--- src/rtl/cpu_run_ctrl.sv ---
// cpu_run_ctrl: execution controller for the single-cycle CPU board build.
// Turns debounced front-panel buttons/switches into a CPU clock-enable
// pulse (single-step or free-run at a switch-selected rate), a timed CPU
// reset, and a retired-step counter for the display.
// Optional breakpoint stop in RUN: define CPU_RUN_BRK_EN (adds pc, brk_addr).
module cpu_run_ctrl #(
   parameter int RUN_DIV    = 1000000,
   parameter int RST_CYCLES = 16,
   parameter int CW         = 16
) (
   input  logic          clk,
   input  logic          rst,
   input  logic [3:0]    btn_db,
   input  logic [7:0]    sw_db,
`ifdef CPU_RUN_BRK_EN
   input  logic [31:0]   pc,
   input  logic [31:0]   brk_addr,
`endif
   output logic          cpu_ce,
   output logic          cpu_rst,
   output logic          running,
   output logic [1:0]    state,
   output logic [CW-1:0] instr_cnt
);

   // Prescaler must hold values up to RUN_DIV-1; reset counter up to RST_CYCLES-1.
   localparam int PW = $clog2(RUN_DIV + 1);
   localparam int RW = $clog2(RST_CYCLES + 1);

   typedef enum logic [1:0] {
      IDLE = 2'd0,
      STEP = 2'd1,
      RUN  = 2'd2,
      CRST = 2'd3
   } state_t;

   state_t        st, st_n;
   logic [3:0]    btn_q;
   logic [3:0]    rise;
   logic [PW-1:0] presc, presc_n;
   logic [PW-1:0] tc_q, tc_n, tc_now;
   logic [RW-1:0] rcnt, rcnt_n;
   logic          ce_n;
   logic          brk_hit;
   logic [31:0]   tc_full;
   logic          unused_sw;

   assign unused_sw = ^sw_db[7:2];
   assign rise      = btn_db & ~btn_q;
   assign state     = st;

   // Run period for the current speed switch, floored at one cycle.
   always_comb begin
      tc_full = 32'(RUN_DIV) >> {sw_db[1:0], 1'b0};
      if (tc_full == 32'd0)
         tc_full = 32'd1;
      tc_now = tc_full[PW-1:0];
   end

`ifdef CPU_RUN_BRK_EN
   logic ce_q;

   // Remember last cycle's pulse so the PC compare sees the CPU's updated PC.
   always_ff @(posedge clk) begin
      if (rst) ce_q <= 1'b0;
      else     ce_q <= cpu_ce;
   end

   assign brk_hit = ce_q && (pc == brk_addr) && (brk_addr != 32'hFFFF_FFFF);
`else
   assign brk_hit = 1'b0;
`endif

   // Next-state, prescaler and reset-timer logic; reset button dominates, then
   // breakpoint, then run/stop, then step.
   always_comb begin
      st_n    = st;
      ce_n    = 1'b0;
      presc_n = presc;
      tc_n    = tc_q;
      rcnt_n  = rcnt;
      case (st)
         IDLE: begin
            if (rise[2]) begin
               st_n   = CRST;
               rcnt_n = '0;
            end else if (rise[1]) begin
               st_n    = RUN;
               presc_n = '0;
               tc_n    = tc_now;
            end else if (rise[0]) begin
               st_n = STEP;
               ce_n = 1'b1;
            end
         end
         STEP: begin
            if (rise[2]) begin
               st_n   = CRST;
               rcnt_n = '0;
            end else begin
               st_n = IDLE;
            end
         end
         RUN: begin
            if (rise[2]) begin
               // Any pulse due this cycle is dropped.
               st_n    = CRST;
               rcnt_n  = '0;
               presc_n = '0;
            end else if (brk_hit || rise[1]) begin
               st_n    = IDLE;
               presc_n = '0;
            end else if (presc == tc_q - PW'(1)) begin
               // Wrap: pulse and pick up any new speed for the next period.
               ce_n    = 1'b1;
               presc_n = '0;
               tc_n    = tc_now;
            end else begin
               presc_n = presc + PW'(1);
            end
         end
         CRST: begin
            if (rcnt == RW'(RST_CYCLES - 1)) begin
               st_n   = IDLE;
               rcnt_n = '0;
            end else begin
               rcnt_n = rcnt + RW'(1);
            end
         end
         default: st_n = IDLE;
      endcase
   end

   // State, counters and registered outputs. A button held through reset
   // loads btn_q so it produces no edge afterwards.
   always_ff @(posedge clk) begin
      if (rst) begin
         st      <= IDLE;
         btn_q   <= btn_db;
         presc   <= '0;
         tc_q    <= PW'(1);
         rcnt    <= '0;
         cpu_ce  <= 1'b0;
         cpu_rst <= 1'b0;
         running <= 1'b0;
      end else begin
         st      <= st_n;
         btn_q   <= btn_db;
         presc   <= presc_n;
         tc_q    <= tc_n;
         rcnt    <= rcnt_n;
         cpu_ce  <= ce_n;
         cpu_rst <= (st_n == CRST);
         running <= (st_n == RUN);
      end
   end

   // Retired-step counter; clear button beats a coincident pulse, and the
   // count is held at zero while the CPU is being reset.
   always_ff @(posedge clk) begin
      if (rst)
         instr_cnt <= '0;
      else if (rise[3] || st_n == CRST || st == CRST)
         instr_cnt <= '0;
      else if (ce_n)
         instr_cnt <= instr_cnt + CW'(1);
   end

endmodule

--- config.mk ---
export PLATFORM = sky130hd
export DESIGN_NAME = cpu_run_ctrl
export DESIGN_NICKNAME = d
export VERILOG_FILES = /design/src/rtl/cpu_run_ctrl.sv
export SDC_FILE = /design/constraint.sdc
export NUM_CORES = 1
export LEC_CHECK = 0
export CORE_ASPECT_RATIO = 1.4
export CORE_UTILIZATION = 25
export DETAILED_ROUTE_END_ITERATION = 7
export PLACE_DENSITY = 0.38
export SLEW_MARGIN = 40
export SYNTH_ARGS = -nofsm -noshare
export SYNTH_HDL_FRONTEND = slang
export SYNTH_SLANG_ARGS = --single-unit
--- constraint.sdc ---
create_clock -name clk -period 7.7 [get_ports clk]
set_input_delay 0.77 -clock clk [delete_from_list [all_inputs] [get_ports clk]]
set_output_delay 0.77 -clock clk [all_outputs]
set_load 0.005 [all_outputs]
# Word level (Yosys, flattened, before mapping)
# Cells that the tools add are included.
dict set report classes {
  mux 31
  n_reduce_logical 9
  bitwise 2
  n_addsub 4
  shifts 1
  eq_ne 13
}
# cell n
set ops {}
lappend ops {{$mux 20} 11}
lappend ops {{$pmux 20 s2} 2}
lappend ops {{$logic_not 32->1} 1}
lappend ops {{$shr 20x3->32 const A} 1}
lappend ops {{$add 20x1->20 const B} 1}
lappend ops {{$eq 20x20->1} 1}
lappend ops {{$sub 20x1->20 const B} 1}
lappend ops {{$add 16x1->16 const B} 1}
lappend ops {{$mux 2} 7}
lappend ops {{$mux 5} 2}
lappend ops {{$ne 2x2->1 const B} 5}
lappend ops {{$pmux 5 s2} 1}
lappend ops {{$eq 2x2->1 const B} 4}
lappend ops {{$pmux 2 s4} 1}
lappend ops {{$mux 1} 6}
lappend ops {{$reduce_and 6->1} 1}
lappend ops {{$add 5x1->5 const B} 1}
lappend ops {{$eq 5x4->1 const B} 1}
lappend ops {{$and 4x4->4} 1}
lappend ops {{$not 4->4} 1}
lappend ops {{$reduce_and 3->1} 1}
lappend ops {{$reduce_or 3->1} 1}
lappend ops {{$eq 2x1->1 const B} 1}
lappend ops {{$logic_not 2->1} 1}
lappend ops {{other kinds (5)} 6}
dict set report word_totals {
  out_inout_bits 21
  wordCells 69
  ff_bits 70
}

# Longest topological paths before layout
# Gate-level depths: netlist (run 1).
dict set report logic_depth {
  ltp_word 10
  mapped_depth 12
  depth_no_buf 10
}

# Worst setup path after synthesis (run 1)
# OpenSTA, ideal clock, no wires.
dict set report synth_path {
  path_kind {register to register}
  startpoint {register tc_q[5]}
  endpoint {register instr_cnt[5]}
  path_stages_with_launch 12
  t_required_ns 7.577
  period_less_slack_ns 2.657
  path_slack_ns 5.043
  arrival_time_ns 2.534
  cell_sequence {dfxtp_1 > clkbuf_1 > inv_1 > ha_1 > nor3b_1 > a311oi_1 > a41o_1 > and4bb_2 > and3_1 > nand2_1 > mux2i_1 > or2_2}
}
dict set report synth_via {
  elab_chain_cells 6
}
# element line_no
set synth_lines {}
lappend synth_lines {{start, declared} 41} ;# logic [PW-1:0] tc_q, tc_n, tc_now;
lappend synth_lines {{start signal, assigned} 150} ;# tc_q <= tc_n;
lappend synth_lines {{$sub 20x1->20} 113} ;# end else if (presc == tc_q - PW'(1)) begin
lappend synth_lines {{$eq 20x20->1} 113}
lappend synth_lines {{$mux 1} 113}
lappend synth_lines {{$mux 1} 110} ;# end else if (brk_hit || rise[1]) begin
lappend synth_lines {{$mux 1} 105} ;# if (rise[2]) begin
lappend synth_lines {{$pmux 1 s2} 82} ;# case (st)
lappend synth_lines {{end signal, assigned} 166} ;# instr_cnt <= instr_cnt + CW'(1);
lappend synth_lines {{end, declared} 23} ;# output logic [CW-1:0] instr_cnt
# Every way passes these cells.
# A chain may end at the register's enable or synchronous reset.

# Worst setup path after layout (run 1)
# Same ends and word-level chain as after synthesis.

==> flow_summary.json, run 1 <==
{
  "grt_pass1_vias": 3237,
  "ys_ff_latch": 60,
  "critPathCaptureType": "flip-flop",
  "min_from": "presc[19]$_SDFFE_PP0P_",
  "syn_avg_cell_area_um2": 7.84,
  "viasPerCell": 5.25,
  "dp_cells": 637,
  "slew_headroom": 0.504,
  "synth_area_um2": 3550,
  "io_pins": 35,
  "io_buffers": 28,
  "synth-edff-count": 0,
  "routed_wl_um": 10300,
  "p_per_area_nw_per_um2": 217,
  "setup.worst_path.start": "tc_q[5]$_SDFFE_PP0P_",
  "tightest_slew_ns": 0.742,
  "drive_gt1_frac": 0.0620,
  "place_congestion": 0.757,
  "synthArstFlopShare": 0,
  "crit_fanout": 16,
  "grt_pass1_wl_um": 16800,
  "synth_area_leaders": "dfxtp_1, nand3_1, nand2_1",
  "yosysSeqAreaShare": 0.338,
  "drtIter0Drc": 124,
  "dpl.hpwl_um": 7200,
  "fin_crit_ns": 3.40,
  "postCtsSetupBuffers": 0,
  "clk_pin_slew_worst_paths_ns": 0.05,
  "fin_nets": 487,
  "synth_cell_types": 58,
  "antenna_left": 0,
  "synth_ff_type": "dfxtp_1",
  "cap_violations": 0,
  "worst_slack_ns": 4.30,
  "design.core.area_um2": 13900,
  "cts_resized": 0,
  "yosysWarnings": 0,
  "dieWidth_um": 103,
  "clkLatencyLatePin_ns": 0.33,
  "syn_nets": 477,
  "required_ns": 7.92,
  "post-route-period-util": 0.442,
  "finClkSkew_ns": 0.00509,
  "synth_top_area_cell": "dfxtp_1",
  "regToRegStartpoint": "tc_q[5]$_SDFFE_PP0P_",
  "grt_max_degree": 32,
  "synth_top_area_share": 0.338,
  "num_rows": 51,
  "first_pass_iters": 4,
  "status": "complete, no violations",
  "drc": 0,
  "crit_path_max_incr_delay_ns": 0.59,
  "cp_cell_sequence": "inv_1 -> ha_1 -> nor3b_1 -> a311oi_1 -> a41o_1 -> and4bb_2 -> and3_1 -> nand2_1 -> mux2i_1 -> or2_2",
  "root_buffer": "clkbuf_16",
  "crit_buf_inv": 1,
  "cts_hold_repair.buffers": 0,
  "setup_violations": 0,
  "synthCells": 453,
  "wl_per_cell_um": 15.8,
  "n_antenna_cell": 0,
  "cts_num_sinks": 60,
  "max_freq_mhz": 294,
  "initial_utilization": 0.255,
  "start_kind": "flip-flop",
  "overflow": 0,
  "slowest_stage": "nor3b_1",
  "instances_no_fill": 653,
  "cts_made_buffers": 9,
  "arrival_ns": 3.62,
  "hp-class": "flip-flop to flip-flop",
  "slew_violations": 0,
  "cts_tree": "built",
  "dieArea_um2": 14700,
  "worst-setup-path-type": "flip-flop to flip-flop",
  "areaGrowthSynthToFinish_pct": 19.9,
  "clk_path_buf_depth": 2,
  "die_y_um": 143,
  "final_cell_mix": "dfxtp_1, nand2_1, nand3_1",
  "tns_ns": 0,
  "rsz0062_at_grt": "false",
  "final_common_cell": "dfxtp_1",
  "fin_util": 0.306,
  "grt_usage": 0.151,
  "cts_max_level": 3,
  "antenna_found_initial": 0,
  "critPathTopFamily": "simple AND/OR/NAND/NOR gates",
  "dp_slack_ns": 4.19,
  "vias": 3426,
  "vdd_ir_drop_max_mv": 0.0853,
  "finalHoldViolCount": 0,
  "cellLeakagePower_uw": 0.00154
}
[power by group]
| group | leakage [µW] | switching (µW) | internal (µW) |
|---|---|---|---|
| Combinational | 0.000900 | 107 | 62.6 |
| Clock | 0.000149 | 147 | 267 |
| Sequential | 0.000487 | 19.5 | 322 |
[worst paths after layout]
check                           cells past startpoint  slack [ns]                   endpoint
worst min register to register                      1        0.47     presc[19]$_SDFFE_PP0P_
worst max register to register                     10        4.30  instr_cnt[5]$_SDFFE_PP0P_
worst min-delay path                                1        0.47     presc[19]$_SDFFE_PP0P_
worst max-delay path                               10        4.30  instr_cnt[5]$_SDFFE_PP0P_
[through the flow]
| stage | power [µW] | area, µm² | hold WS [ns] |
|---|---|---|---|
| finish | 925 | 4260 | 0.471 |
| global route | 974 | 4260 | 0.488 |
| CTS | 944 | 4250 | 0.480 |
| detailed placement | 519 | 3950 | 0.467 |
| global placement | 519 | 3940 | 0.458 |
| floorplan | 465 | 3550 | 0.442 |
[cell families (layout without fill, tap and decap cells)]
logic type                 count (synthesis)  after routing  share of synthesized area
and+or+nand+nor                          198            198                      0.293
AOI/OAI and AO/OA                        120            120                      0.230
DFF                                       60             60                      0.338
buffers and inverters                     45             60                     0.0529
xor gates and xnor gates                  16             16                     0.0395
adders and majority gates                 10             10                     0.0352
muxes                                      4              4                     0.0113
[cell usage after synthesis (4+ instances only)]
master and instances:
buf_1 4, nand3_1 30, a32o_1 6, ha_1 10, nand3b_1 6, mux2i_1 4, or3_1 13, nor2b_1 5
o21ai_0 27, dfxtp_1 60, inv_1 14, xnor2_1 9, a21oi_1 26, xor2_1 7, a41oi_1 4, nor4_1 5
a31oi_1 22, nand2b_1 5, and3_1 13, nand2_1 39, nor2_1 28, nand4_1 11, clkbuf_1 22, nor3_1 25
[flip-flops by register name, indices dropped and copies added, names as in the netlist]
name       cells
rcnt           5
presc         20
cpu_ce         1
running        1
tc_q          10
cpu_rst        1
btn_q          4
instr_cnt     16
state          2
[routing by layer]
metal,routed length (µm),up-vias,track usage
met5,0,-,0
met4,182,0,0.0564
met3,236,12,0.0323
met2,5510,39,0.272
met1,4420,1651,0.172
li1,-,1724,-
[layout make-up]
cell class              count  area, µm²
well taps                 185        231
clock buffers              12        256
inverters                  14       52.6
fillers                  1557       9650
repair buffers             30        295
flip-flops and latches     60       1200
multi-input cells         348       2170
clock inverters             4       47.5
Power figures use the tool's default switching activity.
==> run 2: changes to the inputs <==
==> constraint.sdc (replaced) <==
create_clock -name clk -period 3.4 [get_ports clk]
set_input_delay 0.34 -clock clk [delete_from_list [all_inputs] [get_ports clk]]
set_output_delay 0.34 -clock clk [all_outputs]
set_load 0.005 [all_outputs]
==> flow_summary.json, run 2 (synthesized netlist as in run 1, its figures left out) <==
{
  "status": "complete, no violations",
  "dieWidth_um": 103,
  "p_per_area_nw_per_um2": 497,
  "p_total_uw": 2150,
  "cap_violations": 0,
  "finalHoldViolCount": 0,
  "viasPerCell": 5.28,
  "post_dp_cell_area_um2": 4010,
  "required_ns": 3.66,
  "arrival_ns": 3.32,
  "dieArea_um2": 14700,
  "cts_num_sinks": 60,
  "grt_max_degree": 32,
  "postCtsSetupBuffers": 0,
  "vias": 3493,
  "die_y_um": 143,
  "drc": 0,
  "clk_pin_slew_worst_paths_ns": 0.06,
  "post-route-period-util": 0.899,
  "io_pins": 35,
  "cts_hold_repair.buffers": 0,
  "grt_usage": 0.153,
  "cts_tree": "built",
  "clk_path_buf_depth": 2,
  "finClkSkew_ns": 0.00702,
  "areaGrowthSynthToFinish_pct": 21.8,
  "slew_headroom": 0.616,
  "drive_gt1_frac": 0.0755,
  "critPathCaptureType": "flip-flop",
  "place_congestion": 0.784,
  "final_cell_mix": "dfxtp_1, nand2_1, nand3_1",
  "worst-setup-path-type": "flip-flop to flip-flop",
  "slew_violations": 0,
  "crit_fanout": 13,
  "fin_crit_ns": 3.06,
  "wl_per_cell_um": 15.5,
  "clkLatencyLatePin_ns": 0.33,
  "grt_pass1_wl_um": 17500,
  "rsz0062_at_grt": "false",
  "root_buffer": "clkbuf_16",
  "n_antenna_cell": 0,
  "routed_wl_um": 10300,
  "largest_register_ff_count": 20,
  "io_buffers": 28,
  "hp-class": "flip-flop to flip-flop",
  "cellLeakagePower_uw": 0.00159,
  "top_register": "presc",
  "antenna_left": 0,
  "start_kind": "flip-flop",
  "grt_pass1_vias": 3410,
  "setup_violations": 0,
  "final_common_cell": "dfxtp_1",
  "cts_made_buffers": 9,
  "vdd_ir_drop_max_mv": 0.237,
  "fillers": 1539,
  "max_freq_mhz": 327,
  "design_area_um2": 4330,
  "dpl.hpwl_um": 7470,
  "antenna_found_initial": 0,
  "initial_utilization": 0.255,
  "drtIter0Drc": 156,
  "num_rows": 51,
  "fin_nets": 496,
  "first_pass_iters": 4,
  "cts_max_level": 3,
  "cts_resized": 0,
  "design.core.area_um2": 13900,
  "reg_top3": "presc x20, instr_cnt x16, tc_q x10",
  "overflow": 0,
  "tightest_slew_ns": 0.576,
  "tns_ns": 0
}
run 2: cell types whose count changed in the layout (fill, tap and decap cells not counted):
cell,delta
nand3_1,+1
clkbuf_8,-2
clkinv_4,+1
clkinv_2,+1
nor2_1,+2
nor2_2,-2
nand3_2,-1
buf_4,+9
bufinv_16,+1
clkbuf_1,-1
run 2: final cells by class:
type	count	area [µm²]	area share
Inverter	14	52.6	0.0121
Clock buffer	9	225	0.0521
Multi-Input combinational cell	348	2160	0.500
Sequential cell	60	1200	0.278
Clock inverter	7	91.3	0.0211
Timing Repair Buffer	39	363	0.0839
Tap cell	185	231	0.0535
run 2: final timing paths:
path	slack (ns)	startpoint	cells after the start	to
setup reg to reg	0.34	tc_q[0]$_SDFFE_PP1P_	11	instr_cnt[12]$_SDFFE_PP0P_
hold / removal	0.47	presc[19]$_SDFFE_PP0P_	1	presc[19]$_SDFFE_PP0P_
hold reg to reg	0.47	presc[19]$_SDFFE_PP0P_	1	presc[19]$_SDFFE_PP0P_
setup / recovery	0.34	tc_q[0]$_SDFFE_PP1P_	11	instr_cnt[12]$_SDFFE_PP0P_
run 2: stage by stage:
stage / hold slack (ns) / worst slack [ns] / util / instances
finish: 0.469 / 0.344 / 0.311 / 662
global route: 0.492 / 0.0196 / 0.311 / 662
CTS: 0.472 / 0.319 / 0.311 / 662
detailed placement: 0.458 / 0.333 / 0.288 / 646
global placement: 0.449 / 0.339 / 0.288 / 646
floorplan: 0.368 / 0.743 / - / 453
run 2: layer usage:
| metal | GRT usage | vias to the layer above | routed length (µm) |
|---|---|---|---|
| li1 | - | 1728 | - |
| met1 | 0.177 | 1688 | 4320 |
| met2 | 0.280 | 67 | 5520 |
| met3 | 0.0255 | 10 | 322 |
| met4 | 0.0504 | 0 | 126 |
| met5 | 0 | - | 0 |
run 2: critical path, stage by stage (launching register included):
cell and delay [ns]:
dfxtp_1 0.51, inv_1 0.08, ha_1 0.25, nor3b_1 0.15, buf_4 0.16, a21oi_1 0.18, o2111ai_1 0.12, a221oi_1 0.33
o2111a_2 0.38, a32oi_2 0.27, or3_1 0.41, a21oi_1 0.14
run 2: report_power, final:
part	switching, µW	internal [µW]
clock network	343	638
logic	239	154
registers	45.2	729
